## config.mk

```make
export PLATFORM = sky130hd
export DESIGN_NAME = bemf_pwm_sequencer_flat
export DESIGN_NICKNAME = d
export VERILOG_FILES = /design/src/rtl/bemf_pwm_sequencer_pkg.sv /design/src/rtl/bemf_pwm_sequencer_if.sv /design/src/rtl/bemf_pwm_sequencer_pwm_channel.sv /design/src/rtl/bemf_pwm_sequencer.sv /design/src/flat_wrapper.sv
export SDC_FILE = /design/constraint.sdc
export NUM_CORES = 1
export LEC_CHECK = 0
export BUFFER_PORTS_ARGS = -buffer_cell sky130_fd_sc_hd__buf_4
export CAP_MARGIN = 20
export CORE_AREA = 2 2 179 181
export CTS_CLUSTER_DIAMETER = 150
export DETAILED_ROUTE_END_ITERATION = 10
export DIE_AREA = 0 0 181 183
export HOLD_SLACK_MARGIN = 0.12
export PLACE_DENSITY_LB_ADDON = 0.25
export SKIP_CTS_REPAIR_TIMING = 1
export SLEW_MARGIN = 20
export SYNTH_ARGS = -nofsm -noshare
export SYNTH_HDL_FRONTEND = slang
export SYNTH_SLANG_ARGS = --single-unit
```

## constraint.sdc

```tcl
create_clock -name Clk -period 2.9 [get_ports Clk]
set_clock_uncertainty 0.15 [all_clocks]
set_input_delay 0.58 -clock Clk [delete_from_list [all_inputs] [get_ports Clk]]
set_output_delay 0.58 -clock Clk [all_outputs]
set_load 0.05 [all_outputs]
```

## src/rtl/bemf_pwm_sequencer_pkg.sv

```systemverilog
// Shared definitions for the back-EMF PWM sequencer: sequencer states,
// register map indices and Status bit positions.
package bemf_pwm_sequencer_pkg;

  typedef enum logic [1:0] {
    RUN    = 2'd0,
    SETTLE = 2'd1,
    SAMPLE = 2'd2
  } seqState_t;

  localparam logic [2:0] REG_DUTY0   = 3'd0;
  localparam logic [2:0] REG_DUTY1   = 3'd1;
  localparam logic [2:0] REG_DUTY2   = 3'd2;
  localparam logic [2:0] REG_DUTY3   = 3'd3;
  localparam logic [2:0] REG_CONTROL = 3'd4;
  localparam logic [2:0] REG_MEAS    = 3'd5;
  localparam logic [2:0] REG_STATUS  = 3'd6;
  localparam logic [2:0] REG_FRAME   = 3'd7;

  localparam int STAT_BUSY = 0;
  localparam int STAT_TERR = 1;
  localparam int STAT_INT  = 2;

endpackage

```

## src/rtl/bemf_pwm_sequencer_if.sv

```systemverilog
// Local-bus register port of the sequencer; the bus decoder drives the master side.
interface bemf_pwm_sequencer_if;

  logic [2:0]  Addr;
  logic [15:0] DataWr;
  logic [15:0] DataRd;
  logic        En;
  logic        Rd;
  logic        Wr;

  modport master (output Addr, DataWr, En, Rd, Wr, input DataRd);
  modport slave  (input Addr, DataWr, En, Rd, Wr, output DataRd);

endinterface

```

## src/rtl/bemf_pwm_sequencer_pwm_channel.sv

```systemverilog
// One PWM axis: duty is shadowed at frame end so a mid-frame write never
// produces a runt pulse, then compared against the shared frame counter.
module bemf_pwm_sequencer_pwm_channel (
  input  logic       Clk,
  input  logic       ResetN,
  input  logic [7:0] duty,
  input  logic       frameEnd,
  input  logic       enable,
  input  logic [7:0] pwmCnt,
  output logic       pwmOut
);

  logic [7:0] dutyShadow;

  always_ff @(posedge Clk or negedge ResetN) begin
    if (!ResetN) begin
      dutyShadow <= '0;
      pwmOut     <= 1'b0;
    end else begin
      if (frameEnd) dutyShadow <= duty;
      pwmOut <= enable && (pwmCnt < dutyShadow);
    end
  end

endmodule

```

## src/rtl/bemf_pwm_sequencer.sv

```systemverilog
// Four-axis PWM generator that periodically coasts all axes, lets the
// back-EMF settle and then handshakes one sample request with the ADC.
module bemf_pwm_sequencer #(
  parameter int PRESCALE       = 4,
  parameter int SAMPLE_TIMEOUT = 1024
) (
  input  logic                       Clk,
  input  logic                       ResetN,
  bemf_pwm_sequencer_if.slave        bus,
  output logic [3:0]                 PwmOut,
  output logic [7:0]                 PwmCont,
  output logic [3:0]                 AxisActive,
  output logic [3:0]                 AxisMeasure,
  output logic                       SampleReq,
  input  logic                       SampleAck,
  output logic                       IntStatus,
  input  logic                       IntReset
);

  import bemf_pwm_sequencer_pkg::*;

  localparam int PRE_W = (PRESCALE > 1) ? $clog2(PRESCALE) : 1;
  localparam int TO_W  = (SAMPLE_TIMEOUT > 1) ? $clog2(SAMPLE_TIMEOUT) : 1;

  logic [PRE_W-1:0] presCnt;
  logic             tick;
  logic [7:0]       pwmCnt;
  logic             frameEnd;
  logic             pwmEnable;
  logic [7:0]       duty [4];
  logic [7:0]       controlReg;
  logic [7:0]       measPeriod;
  logic [7:0]       settle;
  logic [15:0]      frameCount;
  logic             timeoutErr;
  seqState_t        state;
  logic [7:0]       measCnt;
  logic [7:0]       settleCnt;
  logic [7:0]       settleLatch;
  logic [TO_W-1:0]  toCnt;
  logic             wrEn;
  logic             busy;
  logic [15:0]      statusWord;

  assign tick      = (presCnt == PRE_W'(PRESCALE - 1));
  assign frameEnd  = (state == RUN) && tick && (pwmCnt == 8'hFF);
  assign pwmEnable = (state == RUN);
  assign busy      = (state != RUN);
  assign wrEn      = bus.En && bus.Wr;
  assign PwmCont   = controlReg;

  always_ff @(posedge Clk or negedge ResetN) begin
    if (!ResetN) presCnt <= '0;
    else         presCnt <= tick ? '0 : presCnt + 1'b1;
  end

  always_ff @(posedge Clk or negedge ResetN) begin
    if (!ResetN) begin
      for (int i = 0; i < 4; i++) duty[i] <= '0;
      controlReg <= '0;
      measPeriod <= '0;
      settle     <= '0;
    end else if (wrEn) begin
      case (bus.Addr)
        REG_DUTY0:   duty[0]    <= bus.DataWr[7:0];
        REG_DUTY1:   duty[1]    <= bus.DataWr[7:0];
        REG_DUTY2:   duty[2]    <= bus.DataWr[7:0];
        REG_DUTY3:   duty[3]    <= bus.DataWr[7:0];
        REG_CONTROL: controlReg <= bus.DataWr[7:0];
        REG_MEAS: begin
          measPeriod <= bus.DataWr[7:0];
          settle     <= bus.DataWr[15:8];
        end
        default: ;
      endcase
    end
  end

  // Sticky flags are cleared first so a same-cycle set further down wins.
  always_ff @(posedge Clk or negedge ResetN) begin
    if (!ResetN) begin
      state       <= RUN;
      pwmCnt      <= '0;
      frameCount  <= '0;
      measCnt     <= '0;
      settleCnt   <= '0;
      settleLatch <= '0;
      toCnt       <= '0;
      AxisActive  <= 4'hF;
      AxisMeasure <= 4'h0;
      SampleReq   <= 1'b0;
      IntStatus   <= 1'b0;
      timeoutErr  <= 1'b0;
    end else begin
      if (IntReset) IntStatus <= 1'b0;
      if (wrEn && (bus.Addr == REG_STATUS) && bus.DataWr[STAT_TERR]) timeoutErr <= 1'b0;

      case (state)
        RUN: begin
          if (tick) pwmCnt <= pwmCnt + 8'd1;
          if (measPeriod == 8'd0) measCnt <= '0;
          if (frameEnd) begin
            frameCount <= frameCount + 16'd1;
            if (measPeriod != 8'd0) begin
              if (measCnt + 8'd1 == measPeriod) begin
                measCnt     <= '0;
                settleCnt   <= '0;
                settleLatch <= settle;
                AxisActive  <= 4'h0;
                state       <= SETTLE;
              end else begin
                measCnt <= measCnt + 8'd1;
              end
            end
          end
        end

        // Settle time is latched on entry so a rewrite only affects the next window.
        SETTLE: begin
          pwmCnt <= '0;
          if ((settleLatch == 8'd0) || (tick && (settleCnt + 8'd1 == settleLatch))) begin
            toCnt       <= '0;
            SampleReq   <= 1'b1;
            AxisMeasure <= 4'hF;
            state       <= SAMPLE;
          end else if (tick) begin
            settleCnt <= settleCnt + 8'd1;
          end
        end

        SAMPLE: begin
          pwmCnt <= '0;
          if (SampleAck || (toCnt == TO_W'(SAMPLE_TIMEOUT - 1))) begin
            SampleReq   <= 1'b0;
            AxisMeasure <= 4'h0;
            AxisActive  <= 4'hF;
            state       <= RUN;
            if (SampleAck) IntStatus  <= 1'b1;
            else           timeoutErr <= 1'b1;
          end else begin
            toCnt <= toCnt + 1'b1;
          end
        end

        default: state <= RUN;
      endcase
    end
  end

  always_comb begin
    statusWord            = '0;
    statusWord[STAT_BUSY] = busy;
    statusWord[STAT_TERR] = timeoutErr;
    statusWord[STAT_INT]  = IntStatus;
  end

  always_comb begin
    bus.DataRd = '0;
    if (bus.En && bus.Rd) begin
      case (bus.Addr)
        REG_DUTY0:   bus.DataRd = {8'h00, duty[0]};
        REG_DUTY1:   bus.DataRd = {8'h00, duty[1]};
        REG_DUTY2:   bus.DataRd = {8'h00, duty[2]};
        REG_DUTY3:   bus.DataRd = {8'h00, duty[3]};
        REG_CONTROL: bus.DataRd = {8'h00, controlReg};
        REG_MEAS:    bus.DataRd = {settle, measPeriod};
        REG_STATUS:  bus.DataRd = statusWord;
        REG_FRAME:   bus.DataRd = frameCount;
        default:     bus.DataRd = '0;
      endcase
    end
  end

  for (genvar i = 0; i < 4; i++) begin : gChan
    bemf_pwm_sequencer_pwm_channel uChan (
      .Clk      (Clk),
      .ResetN   (ResetN),
      .duty     (duty[i]),
      .frameEnd (frameEnd),
      .enable   (pwmEnable),
      .pwmCnt   (pwmCnt),
      .pwmOut   (PwmOut[i])
    );
  end

endmodule

```

## src/flat_wrapper.sv

```systemverilog
// flat-port wrapper written by rule: the top's interface ports become plain ports
module bemf_pwm_sequencer_flat import bemf_pwm_sequencer_pkg::*;
#(
  parameter int PRESCALE       = 4,
  parameter int SAMPLE_TIMEOUT = 1024
)
  (Clk, ResetN, PwmOut, PwmCont, AxisActive, AxisMeasure, SampleReq, SampleAck, IntStatus, IntReset, bus_Addr, bus_DataWr, bus_En, bus_Rd, bus_Wr, bus_DataRd);
  bemf_pwm_sequencer_if bus_i ();
  input  logic Clk;
  input  logic ResetN;
  output logic [3:0] PwmOut;
  output logic [7:0] PwmCont;
  output logic [3:0] AxisActive;
  output logic [3:0] AxisMeasure;
  output logic SampleReq;
  input  logic SampleAck;
  output logic IntStatus;
  input  logic IntReset;
  input wire logic [$bits(bus_i.Addr)-1:0] bus_Addr;
  input wire logic [$bits(bus_i.DataWr)-1:0] bus_DataWr;
  input wire logic [$bits(bus_i.En)-1:0] bus_En;
  input wire logic [$bits(bus_i.Rd)-1:0] bus_Rd;
  input wire logic [$bits(bus_i.Wr)-1:0] bus_Wr;
  output wire logic [$bits(bus_i.DataRd)-1:0] bus_DataRd;
  assign bus_i.Addr = bus_Addr;
  assign bus_i.DataWr = bus_DataWr;
  assign bus_i.En = bus_En;
  assign bus_i.Rd = bus_Rd;
  assign bus_i.Wr = bus_Wr;
  assign bus_DataRd = bus_i.DataRd;
  bemf_pwm_sequencer #(.PRESCALE(PRESCALE), .SAMPLE_TIMEOUT(SAMPLE_TIMEOUT)) u_core (.Clk(Clk), .ResetN(ResetN), .bus(bus_i), .PwmOut(PwmOut), .PwmCont(PwmCont), .AxisActive(AxisActive), .AxisMeasure(AxisMeasure), .SampleReq(SampleReq), .SampleAck(SampleAck), .IntStatus(IntStatus), .IntReset(IntReset));
endmodule
```

==> out/metrics.csv <==
metric,value,unit
htreeDepth,4,
required,2.17,ns
critPathKind,flip-flop to primary output,
drc,0,
initial_core_util,27.6,%
synth.avg_cell_area,10.0,um^2
p_leak,4.57,nW
rows,65,
holdPathStages,2,
first_pass_iters,4,
clk_latency,0.43,ns
drt_first_iter_violations,329,
final_area,10400,um^2
worstSetupStartpointType,flip-flop,
cts_sinks,158,
status,finished clean,
yosysSeqAreaShare,45.8,%
dpl.cell_count,1314,
synth-seq-cells,158,
antenna_left,0,
num_antenna_cells,0,
port-buffer-count,63,
arrival,2.02,ns
min_period_over_period,94.8,%
clock.fmax,0.364,GHz
final_util,33.3,%
die_w,181,um
powerDensity,537,nW/um^2
grt_pass1_wl,36600,um
clk_pin_slew,0.07,ns
setup_viol_count_final,0,
viasPerCell,4.81,
wl_per_cell,16.4,um
synth-edff-count,0,
synth.distinct_cells,65,
drive_gt1_share,25.3,%
final_cell_mix,"156 x dfrtp_1, 95 x buf_4, 90 x nand2_1",
vdd.ir_drop.worst,0.404,mV
syn_nets,925,
fin_crit,2.75,ns
hold_path_class,input pin to flip-flop,
placed_area,9740,um^2
die-area,33100,um^2
fin_nets,995,
syn_to_final_growth,20.4,%
cp-end-kind,primary output,
grt_max_degree,62,
relSlewSlack,61.7,%
cap_viol_max_count,0,
rsz0062_at_grt,true,
first_global_vias,6429,
cts_buffers,17,
io_pins,64,
place_ws,0.129,ns
cts_tree,built,
wirelength,22100,um
hold_viol,0,
final_cells,1347,
drv_slew,0,
antenna_found_initial,0,
grt-ovfl-total,0,
yosysWarningCount,0,
tightest_slew,0.570,ns
rr_worst_depth,6,
core_area,31200,um^2
syn_area,8630,um^2
async_flop_share,100,%
synth_flop_cell,dfrtp_1,
final_common_cell,dfrtp_1,
cp_max_fo,7,
fin_ws,0.151,ns
hpwlAfterDp,16100,um
gp_congestion,0.807,
root_buffer,clkbuf_16,
vias,6482,
die_h,183,um
grt.total_usage,14.0,%
syn_inst,862,
cts_buffer_depth,2,
==> path summary, 6_finish.rpt <==
kind / endpoint / start / slack (ns)
min reg2reg: u_core.presCnt[0] / u_core.presCnt[0] / 0.28
max in group asynchronous: u_core.AxisActive[2] / ResetN / 1.43
max reg2reg: u_core.settleCnt[6] / u_core.measCnt[3] / 0.16
min: u_core.IntStatus / IntReset / 0.18
max: bus_DataRd[0] / u_core.state[1] / 0.15
min in group asynchronous: u_core.frameCount[6] / ResetN / 0.46
==> layer usage <==
| metal | vias up | routed length, um | global-route usage [%] |
|---|---|---|---|
| li1 | 3195 | - | - |
| met1 | 3173 | 11200 | 20.1 |
| met2 | 93 | 10100 | 22.1 |
| met3 | 21 | 575 | 2.10 |
| met4 | 0 | 245 | 3.71 |
| met5 | - | 0 | 0 |
==> cells by family after synthesis <==
logic type               Yosys count  synth area share, %
buffers and inverters            100                 4.97
XOR/XNOR                          31                 3.15
AO/OA/AOI/OAI                    206                 15.2
flip-flops                       158                 45.8
adder cells (fa/ha/maj)           37                 5.36
multiplexers                      86                 11.5
AND/OR/NAND/NOR                  244                 13.9
==> sequential cells by signal, indices dropped and copies added (netlist names) <==
name / count
u_core.settleLatch: 8
u_core.gChan.uChan.pwmOut: 4
u_core.state: 2
u_core.toCnt: 10
u_core.measCnt: 8
u_core.settle: 8
u_core.duty: 32
u_core.AxisMeasure: 1
u_core.timeoutErr: 1
u_core.PwmCont: 8
u_core.settleCnt: 8
u_core.pwmCnt: 8
u_core.presCnt: 2
u_core.IntStatus: 1
u_core.AxisActive: 1
u_core.frameCount: 16
u_core.gChan.uChan.dutyShadow: 32
u_core.measPeriod: 8
==> worst max-delay path, cell delays in order, from the launching register on <==
cell and delay [ns]:
dfrtp_1 0.37, inv_1 0.07, ha_2 0.18, buf_6 0.13
inv_2 0.05, mux2i_1 0.07, o211ai_1 0.21, o21ai_1 0.11
a21oi_2 0.20, buf_6 0.19
==> final cells by class <==
cell class | count | area (um^2)
clock inverter | 15 | 176
inverter | 50 | 188
multi-input combinational | 604 | 4340
timing repair buffer | 101 | 797
fill | 3268 | 20800
sequential | 158 | 3960
clock buffer | 17 | 425
tap | 402 | 503
==> power breakdown <==
group / switching (W) / internal [W]
Sequential: 0.000203 / 0.00239
Combinational: 0.000384 / 0.000301
Clock: 0.00107 / 0.00123
==> metrics by stage <==
| stage | setup TNS (ns) | power (W) | hold WS, ns |
|---|---|---|---|
| after floorplan | -0.232 | 0.00301 | 0.134 |
| after global placement | 0 | 0.00332 | 0.268 |
| after detailed placement | 0 | 0.00332 | 0.270 |
| after CTS | -0.0332 | 0.00564 | -0.0956 |
| after global routing | -0.0188 | 0.00582 | 0.173 |
| final | 0 | 0.00558 | 0.182 |
==> Yosys cell counts, drive strengths merged, types with 5 or more instances <==
| cell type | number | share of area [%] |
|---|---|---|
| nand2 | 90 | 3.9 |
| mux2 | 67 | 9.0 |
| nor2 | 42 | 1.8 |
| xnor2 | 20 | 2.0 |
| o22ai | 5 | 0.36 |
| nand2b | 15 | 1.1 |
| buf | 20 | 1.5 |
| xor2 | 11 | 1.1 |
| nor2b | 5 | 0.36 |
| or3 | 7 | 0.51 |
| nor3 | 10 | 0.58 |
| a211o | 5 | 0.51 |
| and3 | 7 | 0.51 |
| nand4 | 9 | 0.65 |
| a21oi | 28 | 1.6 |
| or2 | 5 | 0.36 |
| nor4 | 5 | 0.43 |
| a31oi | 10 | 0.72 |
| o311ai | 6 | 0.61 |
| dfrtp | 157 | 46 |
| clkbuf | 30 | 1.3 |
| and2 | 6 | 0.44 |
| mux2i | 17 | 2.0 |
| ha | 37 | 5.4 |
| inv | 50 | 2.2 |
| a22o | 9 | 0.91 |
| o21ai | 88 | 5.1 |
| nand3 | 28 | 1.7 |
| a21o | 22 | 1.9 |
Note: power is estimated with default switching activity, not from simulation.
